$ cat src/rtl/adder_arb_pkg.sv
// adder_arb_pkg: shared FSM state type and default widths for the adder arbiter.
package adder_arb_pkg;
    typedef enum logic [1:0] {IDLE, EXEC, RESP} arb_state_e;
    localparam int DEF_WIDTH = 4;
    localparam int DEF_CNT_W = 8;
endpackage

$ cat src/rtl/adder.sv
// adder: existing 4-bit combinational adder datapath.
// Ports: a_i, b_i operands; sum_o = {carry, sum}.
module adder (
    input  logic [3:0] a_i,
    input  logic [3:0] b_i,
    output logic [4:0] sum_o
);
    assign sum_o = {1'b0, a_i} + {1'b0, b_i};
endmodule

$ cat src/rtl/adder_rr_arb.sv
// adder_rr_arb: round-robin grant generator that owns the rotating priority pointer.
// Ports: clk, rst_n (sync, active low); req requests; en allows a grant;
//        grant one-hot (zero when none); grant_id index of grant; grant_any any grant.
module adder_rr_arb #(
    parameter int NUM_REQ = 4,
    parameter int ID_W    = $clog2(NUM_REQ)
) (
    input  logic               clk,
    input  logic               rst_n,
    input  logic [NUM_REQ-1:0] req,
    input  logic               en,
    output logic [NUM_REQ-1:0] grant,
    output logic [ID_W-1:0]    grant_id,
    output logic               grant_any
);
    logic [ID_W-1:0] ptr_q;
    // Scan from farthest to nearest offset so the requester closest to the pointer wins.
    always_comb begin
        grant    = '0;
        grant_id = '0;
        for (int k = NUM_REQ - 1; k >= 0; k--) begin
            if (en && req[(int'(ptr_q) + k) % NUM_REQ]) begin
                grant                                 = '0;
                grant[(int'(ptr_q) + k) % NUM_REQ]    = 1'b1;
                grant_id                              = ID_W'((int'(ptr_q) + k) % NUM_REQ);
            end
        end
    end
    assign grant_any = |grant;
    always_ff @(posedge clk) begin
        if (!rst_n)
            ptr_q <= '0;
        else if (grant_any)
            ptr_q <= (int'(grant_id) == NUM_REQ - 1) ? '0 : grant_id + 1'b1;
    end
endmodule

$ cat src/rtl/adder_arbiter.sv
// adder_arbiter: shares one 4-bit adder among NUM_REQ requesters with round-robin arbitration.
// Ports: clk, rst_n (sync, active low); req_valid_i/req_ready_o per-requester handshake;
//        req_a_i/req_b_i packed operand slices; rsp_valid_o/rsp_ready_i response handshake;
//        rsp_sum_o {carry,sum}; rsp_id_o owner of response; busy_o high outside IDLE.
// Macro ADDER_ARB_PERF_EN adds grant_cnt_o, per-requester wrapping grant counters.
module adder_arbiter
    import adder_arb_pkg::*;
#(
    parameter int NUM_REQ = 4,
    parameter int WIDTH   = DEF_WIDTH,
    parameter int ID_W    = $clog2(NUM_REQ)
`ifdef ADDER_ARB_PERF_EN
    , parameter int CNT_W = DEF_CNT_W
`endif
) (
    input  logic                     clk,
    input  logic                     rst_n,
    input  logic [NUM_REQ-1:0]       req_valid_i,
    output logic [NUM_REQ-1:0]       req_ready_o,
    input  logic [NUM_REQ*WIDTH-1:0] req_a_i,
    input  logic [NUM_REQ*WIDTH-1:0] req_b_i,
    output logic                     rsp_valid_o,
    input  logic                     rsp_ready_i,
    output logic [WIDTH:0]           rsp_sum_o,
    output logic [ID_W-1:0]          rsp_id_o,
    output logic                     busy_o
`ifdef ADDER_ARB_PERF_EN
    , output logic [NUM_REQ*CNT_W-1:0] grant_cnt_o
`endif
);
    arb_state_e          state_q, state_d;
    logic [WIDTH-1:0]    op_a_q, op_b_q;
    logic [ID_W-1:0]     id_q, grant_id;
    logic [NUM_REQ-1:0]  grant;
    logic                grant_any;
    logic [WIDTH:0]      sum;
    // Gating with rst_n keeps req_ready_o low while reset is asserted.
    adder_rr_arb #(.NUM_REQ(NUM_REQ), .ID_W(ID_W)) u_arb (
        .clk       (clk),
        .rst_n     (rst_n),
        .req       (req_valid_i),
        .en        (state_q == IDLE && rst_n),
        .grant     (grant),
        .grant_id  (grant_id),
        .grant_any (grant_any)
    );
    adder u_adder (
        .a_i   (op_a_q),
        .b_i   (op_b_q),
        .sum_o (sum)
    );
    assign req_ready_o = grant;
    assign busy_o      = state_q != IDLE;
    always_comb begin
        state_d = state_q;
        state_d = (state_q == IDLE) ? (grant_any ? EXEC : IDLE) :
                  (state_q == EXEC) ? RESP :
                  (rsp_ready_i ? IDLE : RESP);
    end
    always_ff @(posedge clk) begin
        if (!rst_n) begin
            state_q     <= IDLE;
            op_a_q      <= '0;
            op_b_q      <= '0;
            id_q        <= '0;
            rsp_valid_o <= 1'b0;
            rsp_sum_o   <= '0;
            rsp_id_o    <= '0;
        end else begin
            state_q <= state_d;
            if (grant_any) begin
                op_a_q <= req_a_i[grant_id*WIDTH +: WIDTH];
                op_b_q <= req_b_i[grant_id*WIDTH +: WIDTH];
                id_q   <= grant_id;
            end
            if (state_q == EXEC) begin
                rsp_valid_o <= 1'b1;
                rsp_sum_o   <= sum;
                rsp_id_o    <= id_q;
            end else if (state_q == RESP && rsp_ready_i) begin
                rsp_valid_o <= 1'b0;
            end
        end
    end
`ifdef ADDER_ARB_PERF_EN
    logic [NUM_REQ-1:0][CNT_W-1:0] cnt_q;
    always_ff @(posedge clk) begin
        for (int i = 0; i < NUM_REQ; i++)
            cnt_q[i] <= !rst_n ? '0 : cnt_q[i] + CNT_W'(grant[i]);
    end
    assign grant_cnt_o = cnt_q;
`endif
endmodule

$ cat config.mk
export PLATFORM = sky130hd
export DESIGN_NAME = adder_arbiter
export DESIGN_NICKNAME = d
export VERILOG_FILES = /design/src/rtl/adder_arb_pkg.sv /design/src/rtl/adder.sv /design/src/rtl/adder_rr_arb.sv /design/src/rtl/adder_arbiter.sv
export SDC_FILE = /design/constraint.sdc
export NUM_CORES = 1
export LEC_CHECK = 0
export CAP_MARGIN = 40
export CORE_ASPECT_RATIO = 0.7
export CORE_MARGIN = 5
export CORE_UTILIZATION = 48
export DETAILED_ROUTE_END_ITERATION = 12
export GPL_ROUTABILITY_DRIVEN = 0
export PLACE_DENSITY_LB_ADDON = 0.08
export SLEW_MARGIN = 15
export SYNTH_ARGS = -nofsm -noshare
export SYNTH_HDL_FRONTEND = slang
export SYNTH_SLANG_ARGS = --single-unit
$ cat constraint.sdc
create_clock -name clk -period 3.4 [get_ports clk]
set_input_delay 0.68 -clock clk [delete_from_list [all_inputs] [get_ports clk]]
set_output_delay 0.68 -clock clk [all_outputs]
set_load 0.01 [all_outputs]
==> results of run 1 <==
per-layer routing:
metal	up-vias	GRT usage [%]	part of all wire (%)
li1	795	-	-
met3	2	4.679	7.0
met1	725	23.25	50
met2	54	28.09	42
met5	-	0	0
met4	0	2.752	0.26
cell usage in the layout, fill, tap and decap left out, drive strengths merged, types with 4 or more instances in the layout:
cell type / count
nand2: 12
nor2: 6
clkbuf: 4
or3b: 5
o21ai: 9
or4b: 4
mux2i: 19
a21o: 6
buf: 27
clkdlybuf4s50: 43
mux2: 10
inv: 12
nand3: 8
mux4: 4
a31oi: 5
a21oi: 12
ha: 12
dfxtp: 22
final timing paths:
check	slack, ps	end	from	cells past startpoint
max	170	req_ready_o[3]	u_arb.ptr_q[1]	8
min	450	rsp_id_o[0]	id_q[0]	2
max reg2reg	410	id_q[1]	u_arb.ptr_q[1]	13
min reg2reg	450	rsp_id_o[0]	id_q[0]	2
state kept, by name, indices dropped and copies added, names as in the netlist:
| signal | cells |
|---|---|
| id_q | 2 |
| op_a_q | 4 |
| op_b_q | 4 |
| rsp_id_o | 2 |
| rsp_sum_o | 5 |
| rsp_valid_o | 1 |
| state_q | 2 |
| u_arb.ptr_q | 2 |
final cells by class:
| type | count | share of cell area (%) |
|---|---|---|
| clock buffer | 4 | 2.148 |
| multi-input combinational | 137 | 48.29 |
| timing repair buffer | 74 | 28.03 |
| inverter | 13 | 1.904 |
| sequential | 22 | 17.19 |
| tap | 50 | 2.441 |
metrics by stage:
step | hold WS, ps | worst slack, ps | setup TNS (ps) | cell area [sq um]
3_3_place_gp | 445.0 | -329.2 | -1308 | 2470
4_1_cts | 457.7 | 12.29 | 0 | 2536
2_1_floorplan | 427.3 | 501.8 | 0 | 1822
5_1_grt | 490.1 | 27.43 | 0 | 2562
3_5_place_dp | 446.1 | -391.1 | -1521 | 2470
6_report | 454.3 | 173.3 | 0 | 2562
cell families (layout without fill, tap and decap cells):
logic type / after synthesis / in the layout / synth area share, %
buf+inv: 24 / 91 / 8.172
fa+ha+maj: 13 / 13 / 9.340
simple gates: 46 / 46 / 16.00
mux: 33 / 33 / 21.57
flops: 22 / 22 / 24.18
compound gates: 42 / 42 / 19.30
xor+xnor: 3 / 3 / 1.443
power by group through the flow:
| stage | Clock (mW) | Combinational, mW | Sequential [mW] |
|---|---|---|---|
| floorplan | 0 | 0.805 | 0.421 |
| global placement | 0 | 1.13 | 0.405 |
| detailed placement | 0 | 1.16 | 0.410 |
| CTS | 0.187 | 1.20 | 0.404 |
| global route | 0.200 | 1.33 | 0.418 |
| finish | 0.183 | 1.22 | 0.403 |
what timing repair did:
action / CTS / global route
gates resized for setup: 19 / 6
setup endpoints to repair: 4 / 4
hold buffers: 0 / 0
pin swaps: 0 / 3
cloned: 0 / 0
setup buffers: 3 / 0
worst max-delay path: stages (launching register included):
cell	delay, ps
dfxtp_1	330
inv_1	90
ha_1	440
mux4_2	410
buf_12	160
buf_4	150
or3b_4	380
a31oi_4	210
buf_6	130
==> impl_metrics.tcl, run 1 <==
set metrics [dict create \
    synth_edf_count 0 \
    start_util_pct 50.87 \
    path_clk_slew_ps 80 \
    antennaDiodeCount 0 \
    p_seq_share_pct 22.4 \
    ys_top_cells_by_count "dfxtp_1 (22), mux2i_1 (19), ha_1 (12), nand2_1 (12), inv_1 (11)" \
    synth_nets 235 \
    rows 18 \
    arrival_ps 2550 \
    cts_sinks 22 \
    drive_gt1_share_pct 22.00 \
    syn_inst 183 \
    cts-root-buf "clkbuf_8" \
    cts_buffer_depth 2 \
    p_total_mw 1.804 \
    yosysWarnings 0 \
    final_util_pct 71.56 \
    syn2layout_area_growth_pct 40.66 \
    swShare_pct 40.07 \
    p_clk_share_pct 10.1 \
    cts.htree.levels 1 \
    drt_iter0_drc 45 \
    fin_worst_skew_ps 4.445 \
    core_sq_mm 0.003581 \
    pin_count 52 \
    fillCellCount 282 \
    clkLatencyLatePin_ps 260 \
    grt_max_degree 24 \
    drc 0 \
    dieHeight_microns 61.55 \
    cp_data_required_time_ps 2720 \
    drv_cap 0 \
    ys_types 45 \
    grt_pass1_wl_microns 7162 \
    grt_antenna_before_repair 0 \
    die-width_microns 83.64 \
    crit_path_end_kind "output port" \
    hpwl_microns 3396 \
    yosys_most_used_dff "dfxtp_1" \
    p_int_mw 1.081 \
    ff_latch_area_sq_um 440.4 \
    p_comb_share_pct 67.5 \
    yosys-top-cells-area "dfxtp_1 (24%), mux2i_1 (10%), ha_1 (8.2%)" \
    io_buffers 51 \
    numCtsBuffers 3 \
    crit_type "reg -> out" \
    finalSetupViolCount 0 \
    fmax_mhz 309.9 \
    pwr_density_cell_mw_per_mm2 704.0 \
    grt-ovfl-total 0 \
    cts_tree "done" \
    drt-pass1-iter-count 4 \
    grt_pass1_vias 1552 \
    finalMaxSlewViolations 0 \
    worstMarginPinSlew_ps 600.2 \
    yosysMostFrequentCell "dfxtp_1" \
    final.period_utilization_pct 94.90 \
    ant_nets 0 \
    yosys.area.top_type "dfxtp_1" \
    vias_per_cell 5.253 \
    seq_area_frac_synth_pct 24.18 \
    postSynth.asyncResetShare_pct 0 \
    period_minus_slack_ps 3227 \
    ys_ff_latch 22 \
    synth_area_sq_mm 0.001822 \
    dp.cells 293 \
    relSlewSlack_pct 59.90 \
    status "completed" \
    multi_input_comb_area_sq_mm 0.001237 \
    p_leak_nw 1.025 \
    rsz0062_at_grt "no" \
    fin_nets 303 \
    routed_wl_microns 4233 \
    grtUsageTotal_pct 17.08 \
    avgSynthCellArea_sq_um 9.955 \
    hold_class "reg -> reg" \
    path_max_fanout 6 \
    finalNonFillerCells 300 \
    power_switching_mw 0.7228 \
    dieArea_sq_mm 0.005147 \
    post_drt_wl_per_cell_microns 14.11 \
    vias 1576 \
    start_kind "flop" \
    ir_drop_mv 0.3826 \
    synth_top_area_share_pct 24.18 \
    finalHoldViolations 0 \
]
(Power assumes the default switching activity.)
==> run 2: changes to the inputs <==
Settings changed: CAP_MARGIN 40 to 20, PLACE_DENSITY from default to 0.8, PLACE_DENSITY_LB_ADDON 0.08 to default.
==> run 2 against run 1 <==
Net effect:
- maximum frequency fell by 1.9%
- utilization rose by 0.63 points
- register-to-register slack improved by 130 ps
- highest routed layer unchanged
- die area did not move
- sequential power barely moved
- power fell by 2.2%
- first-iteration DRC count rose by 91%
- count of clock-buffer cells in the layout fell by 1
- final cell count rose by 1.0%
- critical path depth fell by 2
- wire length fell by 2.8%
- global-route usage rose by 0.43 points
==> impl_metrics.tcl, run 2 (synthesis results as in run 1) <==
set metrics [dict create \
    start_kind "primary input" \
    rsz0062_at_grt "no" \
    finalMaxSlewViolations 0 \
    finalHoldViolations 0 \
    largest_reg_flops 5 \
    finalNonFillerCells 303 \
    worst-path-buf-inv 3 \
    drv_cap 0 \
    fin_nets 307 \
    vias_per_cell 5.287 \
    cts_sinks 22 \
    dieHeight_microns 61.55 \
    die-width_microns 83.64 \
    relSlewSlack_pct 60.97 \
    fin_worst_skew_ps 3.696 \
    hold_class "reg -> reg" \
    grt-ovfl-total 0 \
    numCtsBuffers 3 \
    grt_pass1_wl_microns 7238 \
    fin_ws_ps 112.4 \
    grt_max_degree 24 \
    crit_path_cell_trace "dlygate4sd2_1 -> mux4_2 -> buf_4 -> or4b_4 -> a31oi_4 -> clkdlybuf4s15_2" \
    dp.cells 297 \
    worstMarginPinSlew_ps 584.3 \
    path_max_fanout 5 \
    pre_cts_ws_ps -346.4 \
    max_stage_delay_ps 520 \
    core_sq_mm 0.003581 \
    ant_nets 0 \
    dieArea_sq_mm 0.005147 \
    grt_antenna_before_repair 0 \
    cp_slowest_cell "mux4_2" \
    path_clk_slew_ps 70 \
    layout_commonest_cell "clkdlybuf4s50_1" \
    fmax_mhz 304.2 \
    rows 18 \
    fillCellCount 281 \
    period_minus_slack_ps 3288 \
    syn2layout_area_growth_pct 41.90 \
    routed_wl_microns 4115 \
    drive_gt1_share_pct 22.13 \
    drt_iter0_drc 86 \
    pwr_density_cell_mw_per_mm2 682.6 \
    ir_drop_mv 0.4139 \
    grtUsageTotal_pct 17.51 \
    arrival_ps 2610 \
    p_leak_nw 1.018 \
    grt_pass1_vias 1637 \
    drc 0 \
    clkLatencyLatePin_ps 260 \
    cts_tree "done" \
    regMostFlops "rsp_sum_o" \
    drt-pass1-iter-count 4 \
    hpwl_microns 3263 \
    cts-root-buf "clkbuf_8" \
    cts.htree.levels 1 \
    crit_path_end_kind "output port" \
    holdBufCountCts 0 \
    final.period_utilization_pct 96.70 \
    vias 1602 \
    cts_buffer_depth 2 \
    post_drt_wl_per_cell_microns 13.58 \
    cp_data_required_time_ps 2720 \
    crit_type "in -> out" \
    final_cell_mix "clkdlybuf4s50_1 (43), buf_4 (24), dfxtp_1 (22), mux2i_1 (19), nand2_1 (12)" \
    io_buffers 51 \
    start_util_pct 50.87 \
    status "completed" \
    finalSetupViolCount 0 \
    cp_top_family "buffers and inverters" \
    antennaDiodeCount 0 \
    reg_top3 "rsp_sum_o: 5 flops, op_a_q: 4 flops, op_b_q: 4 flops" \
    pin_count 52 \
]
-- run 2: area by class of cell --
class	instances	area [sq um]	area share, %
Clock buffer	3	41.29	1.597
Inverter	13	48.80	1.888
Multi-Input combinational cell	138	1261	48.79
Sequential cell	22	440.4	17.04
Tap cell	50	62.56	2.420
Timing Repair Buffer	77	730.7	28.27
-- run 2: through the flow --
stage | power (mW) | area, sq um | utilization (%) | setup TNS (ps) | hold WS [ps]
2_1_floorplan | 1.226 | 1822 | - | 0 | 427.3
3_3_place_gp | 1.555 | 2500 | 69.81 | -1205 | 438.0
3_5_place_dp | 1.580 | 2500 | 69.81 | -1351 | 443.1
4_1_cts | 1.779 | 2582 | 72.12 | 0 | 453.9
5_1_grt | 1.919 | 2585 | 72.19 | 0 | 470.4
6_report | 1.765 | 2585 | 72.19 | 0 | 449.7
-- run 2: where the power goes --
part | internal [mW] | switching, mW
Combinational | 0.630 | 0.575
Sequential | 0.348 | 0.0544
Clock | 0.0791 | 0.0779
-- run 2: path summary, 6_finish.rpt --
kind / startpoint / endpoint / slack (ps) / cells past startpoint
max: req_valid_i[2] / req_ready_o[2] / 110 / 6
min: id_q[0] / rsp_id_o[0] / 450 / 2
max reg2reg: u_arb.ptr_q[1] / id_q[0] / 540 / 11
min reg2reg: id_q[0] / rsp_id_o[0] / 450 / 2
-- run 2: what timing repair did --
| action | 4_1_cts | 5_1_grt |
|---|---|---|
| gates resized for setup | 16 | 1 |
| pin swaps | 0 | 0 |
| gates cloned | 1 | 0 |
| endpoints found under the setup margin | 4 | 4 |
| setup buffers | 2 | 0 |
-- run 2: metal layers --
| metal | share of wire [%] | routed length [microns] | vias to the layer above | track usage (%) |
|---|---|---|---|---|
| met5 | 0 | 0 | - | 0 |
| met3 | 6.9 | 285 | 9 | 4.813 |
| met1 | 43 | 1756 | 736 | 19.45 |
| li1 | - | - | 807 | - |
| met4 | 1.5 | 61 | 0 | 6.651 |
| met2 | 49 | 2011 | 50 | 33.07 |
-- run 2: worst reg2reg max path: stages (launching register included) --
cell and delay [ps]:
dfxtp_1 330, inv_1 100, ha_2 430, mux4_2 350
buf_4 170, or4b_4 520, a31oi_4 200, buf_4 140
nor4_4 50, buf_12 150, and2_1 160, o21a_1 170
==> run 3: changes to the inputs <==
Settings changed: CORE_MARGIN 5 to 2.
==> run 3 against run 2 <==
Net effect:
- die area decreased by 16%
- wire length shrank 2.4%
- utilization did not move
- largest power group unchanged
- highest routed layer unchanged
==> impl_metrics.tcl, run 3 (synthesis results as in run 1) <==
set metrics [dict create \
    hp-start "id_q[0]" \
    final_util_pct 72.19 \
    crit_path_cell_trace "clkdlybuf4s50_1 -> buf_4 -> mux4_2 -> or4b_4 -> a31oi_4 -> buf_2" \
    grt_max_degree 19 \
    worstMarginPinSlew_ps 625.3 \
    ir_drop_mv 0.3452 \
    finalMaxSlewViolations 0 \
    die-width_microns 77.64 \
    path_max_fanout 5 \
    cts_buffer_depth 2 \
    grtUsageTotal_pct 19.61 \
    r2r-end "op_b_q[1]" \
    period_minus_slack_ps 3357 \
    final_cell_mix "clkdlybuf4s50_1 (46), buf_4 (25), dfxtp_1 (22), mux2i_1 (19)" \
    rsz0062_at_grt "no" \
    hpwl_microns 3077 \
    final_area_sq_mm 0.002585 \
    vias_per_cell 5.289 \
    routed_wl_microns 4015 \
    syn2layout_area_growth_pct 41.90 \
    fmax_mhz 297.9 \
    holdPathStages 2 \
    numCtsBuffers 3 \
    cts_tree "done" \
    p_leak_nw 1.031 \
    cp_slowest_cell "or4b_4" \
    fin_worst_skew_ps 6.576 \
    drc 0 \
    rr_worst_depth 13 \
    use_met2_pct 36.21 \
    cts_sinks 22 \
    grt-ovfl-total 0 \
    layout_commonest_cell "clkdlybuf4s50_1" \
    grt_antenna_before_repair 0 \
    drt-pass1-iter-count 4 \
    max_stage_delay_ps 520 \
    dieHeight_microns 55.55 \
    pre_cts_ws_ps -402.2 \
    pwr_density_cell_mw_per_mm2 719.7 \
    r2r_slack_ps 550 \
    post_drt_wl_per_cell_microns 13.21 \
    drt_iter0_drc 67 \
    drive_gt1_share_pct 22.44 \
    vias 1608 \
    hold_class "reg -> reg" \
    final.period_utilization_pct 98.73 \
    holdPathEnd "rsp_id_o[0]" \
    crit_type "in -> out" \
    dieArea_sq_mm 0.004312 \
    finalHoldViolations 0 \
    ant_nets 0 \
    grt_pass1_wl_microns 6844 \
    met3_usage_pct 5.392 \
    grt_pass1_vias 1523 \
    rows 18 \
    antennaDiodeCount 0 \
    clkLatencyLatePin_ps 260 \
    finalSetupViolCount 0 \
    cts-root-buf "clkbuf_8" \
    start_util_pct 50.87 \
    pin_count 52 \
    core_sq_mm 0.003581 \
    regMostFlops "rsp_sum_o" \
    cts.htree.levels 1 \
    start_kind "primary input" \
    timing.rr.start "u_arb.ptr_q[1]" \
    drv_cap 0 \
    fin_ws_ps 43.19 \
    io_buffers 51 \
    reg_top3 "rsp_sum_o: 5 flops, op_a_q: 4 flops, op_b_q: 4 flops" \
    crit_path_end_kind "output port" \
    gr-max-usage-layer "met2" \
    status "completed" \
    placed_area_sq_mm 0.002492 \
    holdBufCountCts 0 \
    cp_data_required_time_ps 2720 \
    relSlewSlack_pct 58.23 \
    fin_nets 307 \
    largest_reg_flops 5 \
    path_clk_slew_ps 70 \
    grt.met1_usage_pct 22.54 \
    arrival_ps 2680 \
]
-- run 3: changes by cell type in the layout (fill, tap and decap cells not counted), moves of 2 or more --
cell	delta
buf_2	+2
clkdlybuf4s50_1	+3
clkdlybuf4s15_2	-4
buf_6	+2
dlygate4sd2_1	-3
-- run 3: timing repair --
action                                  CTS  global route
endpoints found under the setup margin    4             2
buffers inserted                          4             0
resized for setup                        17             2
-- run 3: where the power goes --
part / internal (mW) / switching (mW) / total [mW]
clock network: 0.157 / 0.0826 / 0.240
registers: 0.348 / 0.0579 / 0.406
logic: 0.634 / 0.581 / 1.21
total: 1.14 / 0.721 / 1.86
-- run 3: critical path: cells and delay by family --
family                 cells  cell delay [ps]
buffers and inverters      3              760
AO/OA/AOI/OAI              1              190
AND/OR/NAND/NOR            1              520
multiplexers               1              510
-- run 3: stage by stage --
step	hold slack [ps]	std cells	TNS [ps]	total power, mW
after floorplan	427.3	183	0	1.226
final	453.5	304	0	1.860
after global routing	471.3	304	0	1.998
after detailed placement	442.3	296	-2008	1.585
after global placement	438.5	296	-1424	1.562
after CTS	456.0	304	0	1.855
-- run 3: worst max path at each step --
stage,start,endpoint,slack (ps)
2_1_floorplan,u_arb.ptr_q[0],req_ready_o[1],500
3_3_place_gp,req_valid_i[1],req_ready_o[3],-360
3_5_place_dp,req_valid_i[1],req_ready_o[1],-400
4_1_cts,req_valid_i[3],req_ready_o[1],50
5_1_grt,req_valid_i[3],req_ready_o[1],10
6_report,req_valid_i[3],req_ready_o[1],40
-- run 3: metal layers --
metal / routed length [microns] / part of all wire, % / vias to the layer above
li1: - / - / 806
met1: 1764 / 44 / 752
met2: 2016 / 50 / 46
met3: 212 / 5.3 / 4
met4: 21 / 0.52 / 0
met5: 0 / 0 / -
-- run 3: final cells by class --
type	instances	area, sq um
multi-input combinational	137	1232
clock inverter	1	30.03
fill	287	996.0
clock buffer	3	41.29
sequential	22	440.4
timing repair buffer	78	729.5
inverter	13	48.80
tap	50	62.56
